**src/rtl/mips_avalon_pkg.sv**
```systemverilog
`default_nettype none
// ============================================================================
// mips_avalon_pkg : shared types and constants for the CPU-side Avalon master
// Revision: 1.0
// ============================================================================
package mips_avalon_pkg;

    typedef enum logic [1:0] {
        IDLE  = 2'd0,
        BUS_I = 2'd1,
        BUS_D = 2'd2,
        RESP  = 2'd3
    } state_e;

    typedef enum logic {
        CH_INSTR = 1'b0,
        CH_DATA  = 1'b1
    } channel_e;

    localparam logic [3:0]  BE_ALL        = 4'hF;
    localparam logic [31:0] TIMEOUT_RDATA = 32'h0;
    localparam int          WDOG_W        = 16;

endpackage : mips_avalon_pkg
`default_nettype wire

```
**src/rtl/mips_avalon_master.sv**
```systemverilog
`default_nettype none
// ============================================================================
// mips_avalon_master : arbitrates instruction-fetch and data requests onto a
//                      single Avalon-MM master port, with optional stall watchdog
// Revision: 1.0
// ============================================================================
module mips_avalon_master
    import mips_avalon_pkg::*;
#(
    parameter int unsigned TIMEOUT = 0
) (
    input  logic        clk,
    input  logic        rst_n,

    input  logic        i_req,
    input  logic [31:0] i_addr,
    output logic        i_ack,
    output logic [31:0] i_rdata,

    input  logic        d_req,
    input  logic        d_we,
    input  logic [31:0] d_addr,
    input  logic [31:0] d_wdata,
    input  logic [3:0]  d_be,
    output logic        d_ack,
    output logic [31:0] d_rdata,

    output logic [31:0] avm_address,
    output logic        avm_read,
    output logic        avm_write,
    output logic [31:0] avm_writedata,
    output logic [3:0]  avm_byteenable,
    input  logic        avm_waitrequest,
    input  logic [31:0] avm_readdata,

    output logic        timeout_err
);

    state_e             state_q, state_d;
    channel_e           last_grant_q, last_grant_d;
    channel_e           rsp_ch_q, rsp_ch_d;

    logic [31:0]        addr_q, addr_d;
    logic [31:0]        wdata_q, wdata_d;
    logic [3:0]         be_q, be_d;
    logic               read_q, read_d;
    logic               write_q, write_d;

    logic [WDOG_W-1:0]  wdog_q, wdog_d;
    logic [WDOG_W-1:0]  wdog_inc;
    logic               wdog_fire;

    logic [31:0]        rsp_data_q, rsp_data_d;
    logic               rsp_load_q, rsp_load_d;

    logic               i_ack_q, i_ack_d;
    logic               d_ack_q, d_ack_d;
    logic [31:0]        i_rdata_q, i_rdata_d;
    logic [31:0]        d_rdata_q, d_rdata_d;
    logic               timeout_err_q, timeout_err_d;

    logic               grant_data;
    logic               unused_addr_lsbs;

    // The bus is word aligned; byte offsets are the CPU's concern.
    assign unused_addr_lsbs = ^{i_addr[1:0], d_addr[1:0]};

    // Data wins when alone, or on contention when instruction was served last.
    assign grant_data = d_req && (!i_req || (last_grant_q == CH_INSTR));

    assign wdog_inc  = (wdog_q == {WDOG_W{1'b1}}) ? wdog_q : wdog_q + 1'b1;
    assign wdog_fire = (TIMEOUT != 32'd0) && ({{(32-WDOG_W){1'b0}}, wdog_inc} >= TIMEOUT);

    always_comb begin
        state_d       = state_q;
        last_grant_d  = last_grant_q;
        rsp_ch_d      = rsp_ch_q;
        addr_d        = addr_q;
        wdata_d       = wdata_q;
        be_d          = be_q;
        read_d        = read_q;
        write_d       = write_q;
        wdog_d        = wdog_q;
        rsp_data_d    = rsp_data_q;
        rsp_load_d    = rsp_load_q;
        i_ack_d       = 1'b0;
        d_ack_d       = 1'b0;
        i_rdata_d     = i_rdata_q;
        d_rdata_d     = d_rdata_q;
        timeout_err_d = timeout_err_q;

        case (state_q)
            IDLE: begin
                if (grant_data) begin
                    rsp_ch_d = CH_DATA;
                    if (d_we && (d_be == 4'h0)) begin
                        // Store touching no bytes: acknowledge without a bus cycle.
                        rsp_load_d = 1'b0;
                        state_d    = RESP;
                    end else begin
                        addr_d  = {d_addr[31:2], 2'b00};
                        wdata_d = d_we ? d_wdata : 32'h0;
                        be_d    = d_be;
                        read_d  = !d_we;
                        write_d = d_we;
                        wdog_d  = '0;
                        state_d = BUS_D;
                    end
                end else if (i_req) begin
                    rsp_ch_d = CH_INSTR;
                    addr_d   = {i_addr[31:2], 2'b00};
                    wdata_d  = 32'h0;
                    be_d     = BE_ALL;
                    read_d   = 1'b1;
                    write_d  = 1'b0;
                    wdog_d   = '0;
                    state_d  = BUS_I;
                end
            end

            BUS_I, BUS_D: begin
                if (!avm_waitrequest) begin
                    read_d     = 1'b0;
                    write_d    = 1'b0;
                    rsp_data_d = avm_readdata;
                    rsp_load_d = read_q;
                    state_d    = RESP;
                end else begin
                    wdog_d = wdog_inc;
                    if (wdog_fire) begin
                        read_d        = 1'b0;
                        write_d       = 1'b0;
                        rsp_data_d    = TIMEOUT_RDATA;
                        rsp_load_d    = 1'b1;
                        timeout_err_d = 1'b1;
                        state_d       = RESP;
                    end
                end
            end

            RESP: begin
                state_d      = IDLE;
                last_grant_d = rsp_ch_q;
                if (rsp_ch_q == CH_INSTR) begin
                    i_ack_d   = 1'b1;
                    i_rdata_d = rsp_data_q;
                end else begin
                    d_ack_d = 1'b1;
                    if (rsp_load_q) begin
                        d_rdata_d = rsp_data_q;
                    end
                end
            end

            default: begin
                state_d = IDLE;
            end
        endcase
    end

    always_ff @(posedge clk or negedge rst_n) begin
        if (!rst_n) begin
            state_q       <= IDLE;
            last_grant_q  <= CH_INSTR;
            rsp_ch_q      <= CH_INSTR;
            addr_q        <= 32'h0;
            wdata_q       <= 32'h0;
            be_q          <= 4'h0;
            read_q        <= 1'b0;
            write_q       <= 1'b0;
            wdog_q        <= '0;
            rsp_data_q    <= 32'h0;
            rsp_load_q    <= 1'b0;
            i_ack_q       <= 1'b0;
            d_ack_q       <= 1'b0;
            i_rdata_q     <= 32'h0;
            d_rdata_q     <= 32'h0;
            timeout_err_q <= 1'b0;
        end else begin
            state_q       <= state_d;
            last_grant_q  <= last_grant_d;
            rsp_ch_q      <= rsp_ch_d;
            addr_q        <= addr_d;
            wdata_q       <= wdata_d;
            be_q          <= be_d;
            read_q        <= read_d;
            write_q       <= write_d;
            wdog_q        <= wdog_d;
            rsp_data_q    <= rsp_data_d;
            rsp_load_q    <= rsp_load_d;
            i_ack_q       <= i_ack_d;
            d_ack_q       <= d_ack_d;
            i_rdata_q     <= i_rdata_d;
            d_rdata_q     <= d_rdata_d;
            timeout_err_q <= timeout_err_d;
        end
    end

    assign avm_address    = addr_q;
    assign avm_read       = read_q;
    assign avm_write      = write_q;
    assign avm_writedata  = wdata_q;
    assign avm_byteenable = be_q;
    assign i_ack          = i_ack_q;
    assign i_rdata        = i_rdata_q;
    assign d_ack          = d_ack_q;
    assign d_rdata        = d_rdata_q;
    assign timeout_err    = timeout_err_q;

endmodule : mips_avalon_master
`default_nettype wire

```
**config.mk**
```make
export PLATFORM = sky130hd
export DESIGN_NAME = mips_avalon_master
export DESIGN_NICKNAME = d
export VERILOG_FILES = /design/src/rtl/mips_avalon_pkg.sv /design/src/rtl/mips_avalon_master.sv
export SDC_FILE = /design/constraint.sdc
export NUM_CORES = 1
export LEC_CHECK = 0
export CAP_MARGIN = 10
export CELL_PAD_IN_SITES_DETAIL_PLACEMENT = 1
export CELL_PAD_IN_SITES_GLOBAL_PLACEMENT = 2
export CORE_MARGIN = 4
export CORE_UTILIZATION = 31
export CTS_BUF_LIST = sky130_fd_sc_hd__clkbuf_4
export CTS_CLUSTER_DIAMETER = 100
export CTS_CLUSTER_SIZE = 28
export DETAILED_ROUTE_END_ITERATION = 8
export HOLD_SLACK_MARGIN = 0.15
export PLACE_DENSITY_LB_ADDON = 0.1
export SKIP_CTS_REPAIR_TIMING = 1
export SYNTH_ARGS = -nofsm -noshare
export SYNTH_HDL_FRONTEND = slang
export SYNTH_SLANG_ARGS = --single-unit
```
**constraint.sdc**
```tcl
create_clock -name clk -period 3.9 [get_ports clk]
set_clock_uncertainty 0.1 [all_clocks]
set_input_delay 0.78 -clock clk [delete_from_list [all_inputs] [get_ports clk]]
set_output_delay 0.78 -clock clk [all_outputs]
set_load 0.03 [all_outputs]
```
==> results by group, run 1 <==
Run status
  – Outcome: finished clean

Critical path
  – Crit-path max cell delay: about 0.71 ns
  – Critical path capture point type: output pin
  – WP data required: about 3 ns
  – Crit path buf inv count: 1
  – Slowest CP cell: clkdlybuf4s50_1
  – Worst r2r path cells: 6
  – Worst setup SP type: register
  – Cell family with most CP delay: buffers and inverters
  – Cells along the critical path: clkdlybuf4s50_1
  – Worst r2r dst: avm_address[14]$_DFFE_PN0P_
  – R2R Setup Slk: 1.58 ns
  – WP data arrival: 1.68 ns
  – Critical path type: reg -> out
  – Worst Path Max Fanout: 2
  – Worst reg2reg startpoint: state_q[1]$_DFFE_PN0P_

Yosys
  – Synth top area share: 62.6%
  – Post-Synth Adder-Cell Area: less than 1%
  – Simple-gate area share of the yosys netlist: 1.63%
  – Ys flop type: dfrtp_1
  – Area of the mapped netlist: 6830 µm²
  – Most frequent cell after synthesis: dfrtp_1
  – YS warnings: 0
  – Most frequent cells after synthesis: 171 x dfrtp_1, 96 x mux2_2, 34 x inv_1
  – Post-synthesis xor/xnor area fraction: 0%
  – Mapped Cells: 472
  – Mean Syn Cell Area: 14.5 µm²
  – Post-synthesis mux area share: 16.2%
  – Complex-gate fraction of the synthesized area: 14.5%
  – Number of flops mapped to enable cells by yosys: 0
  – Async SR Flop Fraction: 100%
  – Combinational family with the most area after synthesis: multiplexers
  – Seq/Total Area, Yosys: ~63%
  – Post-synth cell types: 38
  – FF+latch count, synth: 171
  – Cell accounting for the most synthesized area: dfrtp_1
  – Synth top area cells: dfrtp_1 63%, mux2_2 16%, a22o_1 4.2%, o21ai_2 3.7%, a22oi_1 2.9%

Floorplan
  – Die width: 156 µm
  – Die height: about 160 µm
  – Die ar.: 24500 µm²
  – Starting Density: 31.4%
  – IO Pins: 275
  – Core Rows: 54
  – CORE AREA: around 22000 µm²

Placed design
  – Count of input and output buffers: about 270
  – Hpwl dp: 13.9 mm
  – Gpl congestion: 0.727

Layout
  – Fin nets: ~880
  – Util after Layout: between 40 and 50%
  – Area grow syn2layout: 47.3%
  – Share of cells above drive strength 1: 24.1%

Clock tree
  – Worst skew pair latency: 0.56 ns
  – CTS Sinks: between 150 and 200
  – CTS tree: done
  – Clk slew on worst S/H paths: about 0.16 ns
  – Max Root-Sink Buffers: 2
  – Clock root buffer: clkbuf_4
  – H-tree Lvls: 4
  – Total clock buffers created by CTS: 17

Global routing
  – GR Util All Layers: between 15 and 20%
  – GRT overflow: 0
  – First-pass GRT wire length: 30.1 mm
  – Largest net degree at the start of global routing: a little under 80
  – Vias in the first global route: approximately 5500
  – Initial antenna violation count: 1

STA
  – Fin crit share: 65.6%
  – Setup TNS Final: 0 ns
  – Fmax: 391 MHz
  – Hold slack final: 0.409 ns
  – Min cycle time layout: 2.56 ns
  – Final Hold Viols: 0
  – Count of pins over their slew limit: 0
  – Final Setup Violations: 0
  – Tightest Pin Transition: 1.05 ns
  – RSZ-0062 raised after global routing: false
  – Slew margin rel.: 30.1%

Detailed routing
  – Post-route ant nets: 0
  – DR vias/cell: 4.66
  – Wire per inst: 18.6 µm
  – Drt first pass iters: 4
  – DRC Markers: 0
  – Total Wirelength: about 19 mm
  – Vias: 4819
  – Initial DRC count: between 100 and 150

Power
  – Pwr/cell area: 897 nW/µm²
  – Leak Pwr: 0.00427 µW
  – Worst ir drop on vdd: 0.000406 V

Worst hold path
  – Hold Crit Endpoint: avm_byteenable[3]$_DFFE_PN0P_
  – Worst Hold Depth: 1
  – Worst Hold Class: reg -> reg
  – Worst Hold Launch: avm_byteenable[3]$_DFFE_PN0P_

Job
  – Max-cap check violation count: 0
==> layer usage <==
metal	vias to the layer above	track usage, %	part of all wire, %
met1	2438	18.7	41
met4	0	3.47	0.88
met3	9	6.14	8.5
met5	-	0	0
met2	159	26.6	50
li1	2213	-	-
==> worst max path at each step <==
| stage | to | depth (start not counted) | from | slack [ns] |
|---|---|---|---|---|
| final | avm_writedata[16] | 1 | avm_writedata[16]$_DFFE_PN0P_ | 1.34 |
| after global placement | avm_address[11]$_DFFE_PN0P_ | 6 | d_be[0] | 1.0 |
| after global routing | avm_read | 1 | avm_read$_DFFE_PN0P_ | 1.21 |
| after CTS | avm_read | 1 | avm_read$_DFFE_PN0P_ | 1.27 |
| after detailed placement | avm_address[13]$_DFFE_PN0P_ | 5 | i_req | 0.94 |
| after floorplan | avm_read$_DFFE_PN0P_ | 4 | d_be[0] | 1.92 |
==> sequential cells by signal, indices dropped and copies added, names as in the netlist <==
signal / cells
avm_address: 30
i_rdata: 32
i_ack: 1
rsp_load_q: 1
avm_write: 1
avm_read: 1
avm_writedata: 32
d_ack: 1
d_rdata: 32
rsp_ch_q: 1
avm_byteenable: 4
rsp_data_q: 32
state_q: 2
last_grant_q: 1
==> placed cells by master, fill, tap and decap left out, types with 3 or more instances in the layout <==
| cell | count |
|---|---|
| a21oi_1 | 3 |
| a22o_1 | 33 |
| a22oi_1 | 26 |
| a22oi_2 | 4 |
| buf_4 | 8 |
| clkbuf_4 | 18 |
| clkdlybuf4s50_1 | 266 |
| clkinvlp_4 | 4 |
| conb_1 | 3 |
| dfrtp_1 | 171 |
| inv_1 | 34 |
| inv_8 | 5 |
| mux2_2 | 96 |
| nand2_1 | 8 |
| nor2_1 | 5 |
| o21ai_2 | 29 |
| o22a_1 | 4 |
==> power by group <==
part | switching (µW) | total, µW | internal, µW
Combinational | 2660 | 4910 | 2240
Clock | 685 | 972 | 288
Sequential | 498 | 3150 | 2650
Total | 3850 | 9030 | 5180
==> cell families after synthesis <==
logic type	after synthesis
flops	171
compound gates	114
mux	98
buf+inv	64
simple gates	22
fa+ha+maj	2
other cells	1
==> worst register-to-register path: cells and delay by family, from the launching register on <==
family                     cells  cell delay [ns]
DFF                            1             0.43
AOI/OAI and AO/OA              3             0.95
buffers and inverters          2             0.42
adders and majority gates      1             0.31
==> per-stage QoR <==
step / total power, µW / setup slack [ns] / instance area [µm²] / instances
finish: 9030 / 1.34 / 10100 / 1035
global placement: 8020 / 0.998 / 9780 / 1001
floorplan: 6080 / 1.92 / 6840 / 474
CTS: 9200 / 1.27 / 10000 / 1033
detailed placement: 8180 / 0.940 / 9780 / 1001
global route: 9570 / 1.21 / 10100 / 1035
==> cell type report <==
cell class,instances,area [µm²]
Clock buffer,18,135
Fill cell,2216,11700
Multi-Input combinational cell,239,2270
Antenna cell,1,2.50
Inverter,35,131
Timing Repair Buffer,277,2760
Clock inverter,14,133
Tap cell,280,350
Sequential cell,171,4280
No activity file was read; power rests on OpenSTA's default activity.
==> inputs of run 2 (changes only) <==
--- a/config.mk
+++ b/config.mk
@@ -9,7 +9,7 @@
 export CELL_PAD_IN_SITES_DETAIL_PLACEMENT = 1
 export CELL_PAD_IN_SITES_GLOBAL_PLACEMENT = 2
 export CORE_MARGIN = 4
-export CORE_UTILIZATION = 31
+export CORE_UTILIZATION = 29
 export CTS_BUF_LIST = sky130_fd_sc_hd__clkbuf_4
 export CTS_CLUSTER_DIAMETER = 100
 export CTS_CLUSTER_SIZE = 28
==> constraint.sdc (replaced) <==
create_clock -name clk -period 2.4 [get_ports clk]
set_clock_uncertainty 0.1 [all_clocks]
set_input_delay 0.48 -clock clk [delete_from_list [all_inputs] [get_ports clk]]
set_output_delay 0.48 -clock clk [all_outputs]
set_load 0.03 [all_outputs]
==> results by group, run 2 (same netlist as run 1, synthesis figures left out) <==
Critical path
  – WP data required: roughly 1.8 ns
  – Cell family with most CP delay: buffers and inverters
  – WP data arrival: 1.68 ns
  – Cells along the critical path: clkdlybuf4s50_1
  – Worst setup SP type: register
  – Critical Path Start: avm_read$_DFFE_PN0P_
  – Crit-path max cell delay: 0.74 ns
  – Critical path capture point type: output pin
  – Critical path type: reg -> out
  – Worst reg2reg startpoint: state_q[0]$_DFFE_PN0P_
  – Slowest CP cell: clkdlybuf4s50_1
  – Crit path buf inv count: 1
  – Worst Path Max Fanout: 3

Layout
  – Finished Cell Area: 10300 µm²
  – Fillers: roughly 2400
  – Share of cells above drive strength 1: around a quarter
  – Area of the multi-input gates: 2270 µm²
  – Commonest non-fill, non-tap cell in the layout: clkdlybuf4s50_1
  – Area grow syn2layout: 50.7%
  – Fin nets: 890
  – Storage element area: approximately 4300 µm²
  – Most frequent cells in the layout: 266 x clkdlybuf4s50_1, 171 x dfrtp_1, 96 x mux2_2, 34 x inv_1, 33 x a22o_1

Detailed routing
  – Total Wirelength: 19.7 mm
  – Initial DRC count: ~150
  – Drt first pass iters: 4
  – Vias: about 5000
  – DR vias/cell: 4.53
  – DRC Markers: 0
  – Post-route ant nets: 0
  – Wire per inst: around 18 µm

Placed design
  – Post-DP Area: 10000 µm²
  – Hpwl dp: about 14 mm
  – Gpl congestion: around 0.72
  – Count of input and output buffers: 267

Run status
  – Outcome: finished clean

STA
  – Fmax: 443 MHz
  – Slew margin rel.: around 63%
  – RSZ-0062 raised after global routing: false
  – Fin crit share: 94.0%
  – Count of pins over their slew limit: 0
  – Final Setup Violations: 0
  – Min cycle time layout: 2.26 ns
  – Final Hold Viols: 0
  – Tightest Pin Transition: 0.543 ns
  – Setup TNS Final: 0 ns

Clock tree
  – H-tree Lvls: 4
  – CTS Sinks: 171
  – Total clock buffers created by CTS: 17
  – Max Root-Sink Buffers: 2
  – Clock root buffer: clkbuf_4
  – Worst skew pair latency: 0.53 ns
  – Clk slew on worst S/H paths: 0.15 ns
  – CTS tree: done

Worst hold path
  – Worst Hold Class: in -> async

Floorplan
  – Die height: 161 µm
  – Die ar.: ~26000 µm²
  – Die width: 161 µm
  – IO Pins: 275
  – Core Rows: 55
  – Starting Density: 29.8%
  – CORE AREA: approximately 23000 µm²

Job
  – Max-cap check violation count: 0

Global routing
  – First-pass GRT wire length: 31.5 mm
  – GRT overflow: 0
  – Initial antenna violation count: 1
  – Vias in the first global route: 5609
  – GR Util All Layers: 15.3%
  – Largest net degree at the start of global routing: 51

Power
  – Worst ir drop on vdd: 0.000509 V
  – Pwr/cell area: 1450 nW/µm²
  – Leak Pwr: 0.00436 µW
[run 2: layout make-up]
class / count / share of cell area, %
Clock buffer: 19 / 1.39
Inverter: 35 / 1.28
Tap cell: 313 / 3.80
Sequential cell: 171 / 41.6
Timing Repair Buffer: 286 / 28.6
Multi-Input combinational cell: 239 / 22.0
Antenna cell: 1 / 0.0243
Clock inverter: 12 / 1.35
[run 2: where the power goes]
part | internal (µW) | leakage (µW) | switching, µW
clock | 652 | 0.000144 | 1030
combinational | 3790 | 0.00211 | 4340
sequential | 4310 | 0.00210 | 823
[run 2: path summary, 6_finish.rpt]
| path | endpoint | slack, ns | cells past startpoint |
|---|---|---|---|
| max | avm_read | 0.14 | 1 |
| min | avm_address[5]$_DFFE_PN0P_ | 0.34 | 2 |
| max reg2reg | rsp_load_q$_DFFE_PN0P_ | 0.48 | 7 |
| min reg2reg | avm_byteenable[1]$_DFFE_PN0P_ | 0.41 | 1 |
| max in group asynchronous | avm_address[13]$_DFFE_PN0P_ | 1.12 | 3 |
| min in group clk | avm_byteenable[1]$_DFFE_PN0P_ | 0.41 | 1 |
[run 2: per-layer routing]
metal  vias up  part of all wire, %  track usage (%)
met2       159                   51             26.3
met1      2475                   39             17.7
li1       2223                    -                -
met5         -                    0                0
met3        20                  8.0             5.66
met4         0                  1.8             4.77
[run 2: per-stage QoR]
| step | std cells | worst slack, ns | total power, µW | util (%) | hold WS (ns) |
|---|---|---|---|---|---|
| after floorplan | 474 | 0.597 | 9880 | - | 0.0844 |
| after global placement | 1043 | 0.115 | 13200 | 43.7 | 0.358 |
| after detailed placement | 1043 | 0.113 | 13500 | 43.7 | 0.364 |
| after CTS | 1074 | 0.0591 | 15200 | 44.9 | -0.283 |
| after global routing | 1076 | 0.0148 | 15900 | 44.9 | 0.325 |
| final | 1076 | 0.144 | 14900 | 44.9 | 0.341 |
